[config.mk]
export PLATFORM = sky130hd
export DESIGN_NAME = alu_add_div_unit
export DESIGN_NICKNAME = d
export VERILOG_FILES = /design/src/rtl/alu_add_div_unit_pkg.sv /design/src/rtl/alu_add_div_unit_full_adder_cell.sv /design/src/rtl/alu_add_div_unit.sv
export SDC_FILE = /design/constraint.sdc
export NUM_CORES = 1
export LEC_CHECK = 0
export ABC_AREA = 1
export ABC_CLOCK_PERIOD_IN_PS = 3900
export BUFFER_PORTS_ARGS = -buffer_cell sky130_fd_sc_hd__buf_2
export CORE_MARGIN = 1
export CORE_UTILIZATION = 58
export CTS_BUF_LIST = sky130_fd_sc_hd__clkbuf_8 sky130_fd_sc_hd__clkbuf_16
export DETAILED_ROUTE_END_ITERATION = 8
export GPL_TIMING_DRIVEN = 0
export PLACE_DENSITY = 0.85
export SYNTH_ARGS = -nofsm -noshare
export SYNTH_HDL_FRONTEND = slang
export SYNTH_SLANG_ARGS = --single-unit
[constraint.sdc]
create_clock -name clk -period 3.9 [get_ports clk]
set_input_delay 0.585 -clock clk [delete_from_list [all_inputs] [get_ports clk]]
set_output_delay 0.585 -clock clk [all_outputs]
set_load 0.1 [all_outputs]
[src/rtl/alu_add_div_unit_pkg.sv]
// Shared ALU definitions: widths, divider step count, FSM states, divider step helper.
// Latency: n/a (package).
// Backpressure: n/a (package).
package alu_add_div_unit_pkg;

    localparam int DATA_W     = 8;
    localparam int DIV_STEPS  = 8;
    localparam int STEP_CNT_W = 3;

    // Divider control states
    typedef enum logic {
        IDLE = 1'b0,
        RUN  = 1'b1
    } div_state_e;

    // Divider working registers. The partial remainder is kept at DATA_W bits:
    // after every step it is strictly below the divisor (or equal to the shifted
    // value when the divisor is zero, which never exceeds DATA_W bits because it
    // only ever accumulates dividend bits), so the ninth bit only exists
    // transiently inside the compare/subtract.
    typedef struct packed {
        logic [DATA_W-1:0] rem;
        logic [DATA_W-1:0] quo;
    } div_acc_t;

    // One restoring step, MSB first: shift the next dividend bit into the
    // remainder, subtract the divisor if it fits, and record the quotient bit.
    function automatic div_acc_t div_step(input div_acc_t acc, input logic [DATA_W-1:0] divisor);
        div_acc_t        nxt;
        logic [DATA_W:0] shifted;
        logic [DATA_W:0] divisor_ext;
        shifted     = {acc.rem, acc.quo[DATA_W-1]};
        divisor_ext = {1'b0, divisor};
        nxt.quo     = {acc.quo[DATA_W-2:0], 1'b0};
        if (shifted >= divisor_ext) begin
            nxt.rem    = DATA_W'(shifted - divisor_ext);
            nxt.quo[0] = 1'b1;
        end else begin
            nxt.rem    = DATA_W'(shifted);
        end
        return nxt;
    endfunction

endpackage

[src/rtl/alu_add_div_unit_full_adder_cell.sv]
// One-bit full adder cell used to build the ripple-carry adder.
// Latency: combinational.
// Backpressure: none.
module full_adder_cell (
    input  logic a,
    input  logic b,
    input  logic cin,
    output logic sum,
    output logic cout
);

    logic a_xor_b;

    assign a_xor_b = a ^ b;
    assign sum     = a_xor_b ^ cin;
    assign cout    = (a & b) | (cin & a_xor_b);

endmodule

[src/rtl/alu_add_div_unit.sv]
// Registered 8-bit ripple-carry adder plus 8-bit restoring unsigned divider.
// Latency: adder 1 cycle; divider 8 cycles from acceptance to div_done.
// Backpressure: div_start is ignored while div_busy=1; adder is free-running.
module alu_add_div_unit
    import alu_add_div_unit_pkg::*;
(
    input  logic                clk,
    input  logic                rst_n,
    input  logic [DATA_W-1:0]   add_a,
    input  logic [DATA_W-1:0]   add_b,
    output logic [DATA_W-1:0]   add_sum,
    output logic                add_cout,
    input  logic                div_start,
    input  logic [DATA_W-1:0]   div_dividend,
    input  logic [DATA_W-1:0]   div_divisor,
    output logic                div_busy,
    output logic                div_done,
    output logic [DATA_W-1:0]   div_quotient,
    output logic [DATA_W-1:0]   div_rest
);

    localparam logic [STEP_CNT_W-1:0] LAST_STEP = STEP_CNT_W'(DIV_STEPS - 1);

    // ------------------------------------------------------------------
    // Adder: ripple chain, carry-in to bit 0 tied low
    // ------------------------------------------------------------------
    logic [DATA_W:0]   carry;
    logic [DATA_W-1:0] sum_comb;

    assign carry[0] = 1'b0;

    for (genvar i = 0; i < DATA_W; i++) begin : g_fa
        full_adder_cell u_fa (
            .a    (add_a[i]),
            .b    (add_b[i]),
            .cin  (carry[i]),
            .sum  (sum_comb[i]),
            .cout (carry[i+1])
        );
    end

    // Capture the adder result every cycle
    always_ff @(posedge clk or negedge rst_n) begin
        if (!rst_n) begin
            add_sum  <= '0;
            add_cout <= 1'b0;
        end else begin
            add_sum  <= sum_comb;
            add_cout <= carry[DATA_W];
        end
    end

    // ------------------------------------------------------------------
    // Divider: restoring, one quotient bit per cycle
    // ------------------------------------------------------------------
    div_state_e              state;
    logic [STEP_CNT_W-1:0]   step_cnt;
    div_acc_t                acc;
    logic [DATA_W-1:0]       divisor_q;
    div_acc_t                acc_nxt;

    // Next remainder/quotient pair for the current step
    always_comb begin
        acc_nxt = div_step(acc, divisor_q);
    end

    // Divider FSM: accept in IDLE, iterate in RUN, publish on the last step.
    // A zero divisor takes the same path; the algorithm naturally yields
    // quotient all-ones and remainder equal to the dividend.
    always_ff @(posedge clk or negedge rst_n) begin
        if (!rst_n) begin
            state        <= IDLE;
            step_cnt     <= '0;
            acc          <= '0;
            divisor_q    <= '0;
            div_busy     <= 1'b0;
            div_done     <= 1'b0;
            div_quotient <= '0;
            div_rest     <= '0;
        end else begin
            div_done <= 1'b0;
            case (state)
                IDLE: begin
                    if (div_start) begin
                        acc.rem   <= '0;
                        acc.quo   <= div_dividend;
                        divisor_q <= div_divisor;
                        step_cnt  <= '0;
                        div_busy  <= 1'b1;
                        state     <= RUN;
                    end
                end
                RUN: begin
                    acc      <= acc_nxt;
                    step_cnt <= step_cnt + 1'b1;
                    if (step_cnt == LAST_STEP) begin
                        div_quotient <= acc_nxt.quo;
                        div_rest     <= acc_nxt.rem;
                        div_busy     <= 1'b0;
                        div_done     <= 1'b1;
                        state        <= IDLE;
                    end
                end
                default: begin
                    state    <= IDLE;
                    div_busy <= 1'b0;
                end
            endcase
        end
    end

endmodule

==> out/qor.txt <==
Synth warn - 0
Achievable frequency - 0.283 GHz
Post-route setup TNS - 0 ns
Syn_area_per_cell - 9.30 sq um
Via Count - 2,130
Drt via density - 5.17
DP Wirelength - 3990 um
Final setup fails - 0
Tcrit/Tclk final - 90.7%
Final critical-path required period - 3.54 ns
WL final - 5430 um
Initial Utilization - 61.5%
Vias in the first global route - 2,017
Critical path arrival - 3.79 ns
Die W - 70.4 um
Syn Nets - 346
EDFF count, synth - 0
Critical path type - primary input to register
Ys async rst share - 100%
Height of the die - 70.4 um
Pin count of the biggest net entering global routing - 56
Max-slew violation count - 0
Measured slew at the worst slew-check pin - 1.18 ns
GR Overflow Total - 0
Detailed Routing Iterations Pass 1 - 4
Largest cells by area after synthesis - dfrtp_1 51%, nand2_1 12%, fa_1 5.9%
RSZ-0062 raised after global routing - no
First-pass GRT wire length - 9100 um
Area of the core - 4410 sq um
Clock skew - 0.00712 ns
H-tree levels - 2
Setup Fix Bufs, Post-CTS - 0
Post-Syn Area - 2720 sq um
Share of cells above drive strength 1 - 23.6%
Clock tree from TritonCTS - built
Post-route ant nets - 0
Post-synth top flop - dfrtp_1
Number of buffers created by CTS - 5
Leading area contributor after synthesis - dfrtp_1
Layout overhead on the synthesized area - 16.7%
Later-pin clock latency in the skew report - 0.30 ns
Hold Buf Count CTS - 0
Diode count - 0
Final std cells w/o fill - 412
Clock Path Buffers - 2
DRC - 0
Initial antenna violation count - 0
Sequential share of the synthesized area - 50.7%
Synth top area share - 50.7%
CP required - 4.15 ns
Fin nets - 414
CTS sink cnt - 55
Max-cap violations - 0
Crit-path max FO - 1
CP endpoint kind - register
Cts repair resizes - 0
Dpl cell area - 3090 sq um
Wire length per cell - 13.2 um
Die area - 4960 sq um
DP Cell Count - 405
CTS root buf - clkbuf_8
Row cnt - 24
Hold Crit Class - primary input to register
Crit path launch type - primary input
Final Hold Fails - 0
Post-Syn Instances - 292
GRT Overall Usage - 23.7%
Synth cell types - 25
Clk slew on worst S/H paths - 0.09 ns
Initial DRC count - 129
Slew HR - 21.2%
Port buffer count - 61
Status - completed
I/O pin count - 62
Routability congestion estimate - 0.912
Register bit count reported by yosys - 55
Worst hold slack - 0.468 ns
Design Area, Final - 3170 sq um
-- metal layers --
layer / vias up / share of wire, % / GRT usage [%]
li1: 1064 / - / -
met1: 994 / 46 / 33.0
met2: 65 / 48 / 37.6
met3: 7 / 5.1 / 5.63
met4: 0 / 1.3 / 6.00
met5: - / 0 / 0
-- stage by stage --
stage	worst slack (ns)	utilization, %
2_1_floorplan	0.309	-
3_3_place_gp	0.137	69.9
3_5_place_dp	0.0451	69.9
4_1_cts	0.363	71.8
5_1_grt	0.255	71.8
6_report	0.364	71.8
-- area by class of cell --
type,count,area (sq um)
Tap cell,52,65.1
Timing Repair Buffer,61,305
Buffer,7,32.5
Fill cell,329,1250
Clock buffer,5,68.8
Clock inverter,2,13.8
Sequential cell,55,1380
Inverter,39,146
Multi-Input combinational cell,191,1160
-- final timing paths --
path                                      from  slack, ns      endpoint  cells past startpoint
min in group asynchronous                rst_n       0.50  divisor_q[6]                      1
max in group asynchronous                rst_n       2.67      div_busy                      1
worst max register to register          acc[7]       1.98       acc[12]                     10
worst min-delay path            div_divisor[0]       0.47  divisor_q[0]                      3
worst max-delay path                  add_a[0]       0.36    add_sum[7]                     11
worst min register to register     div_rest[0]       0.48   div_rest[0]                      2
-- cells in the final DEF, fill, tap and decap left out --
cell type,instances
nand2_1,90
buf_2,63
dfrtp_1,55
inv_1,38
nand3_1,24
o21ai_0,15
ha_1,11
nand2_2,8
fa_1,8
nor2_1,7
o221ai_1,7
nand3b_1,6
clkbuf_8,5
clkbuf_1,4
a21oi_1,3
xnor2_1,3
a22o_1,2
buf_4,1
inv_2,1
nor3_4,1
a21oi_4,1
nand3_2,1
nand2_4,1
nand2_8,1
o211ai_1,1
nand4_1,1
clkinv_4,1
clkinv_2,1
-- registers in the layout, summed over array words and instances (netlist names) --
| name | count |
|---|---|
| acc | 16 |
| add_sum | 8 |
| div_quotient | 8 |
| div_rest | 8 |
| divisor_q | 8 |
| step_cnt | 3 |
| add_cout | 1 |
| div_busy | 1 |
| div_done | 1 |
| state | 1 |
-- kinds of logic (layout without fill, tap and decap cells) --
group	count (synthesis)	after routing	synth area share [%]
AOI/OAI and AO/OA	29	29	7.10
xor gates and xnor gates	3	3	0.968
and+or+nand+nor	140	140	23.7
buffers and inverters	46	114	6.59
adders and majority gates	19	19	11.0
DFF	55	55	50.7
-- synthesized netlist by cell type (2+ instances only) --
cell and instances:
buf_2 2, nand3b_1 6, nand2_2 8, ha_1 11
inv_1 38, dfrtp_1 55, o21ai_0 15, nand2_1 90
clkbuf_1 4, a22o_1 2, a21oi_1 3, xnor2_1 3
fa_1 8, nor2_1 7, nand3_1 24, o221ai_1 7
-- critical path, stage by stage --
cell   delay (ns)
buf_2        0.10
ha_1         0.20
fa_1         0.38
fa_1         0.39
fa_1         0.39
fa_1         0.41
fa_1         0.40
fa_1         0.38
inv_1        0.09
fa_1         0.41
inv_1        0.06
Power is not shown: default switching activity piles up to over one toggle a cycle in this logic, so the estimate is an artifact.
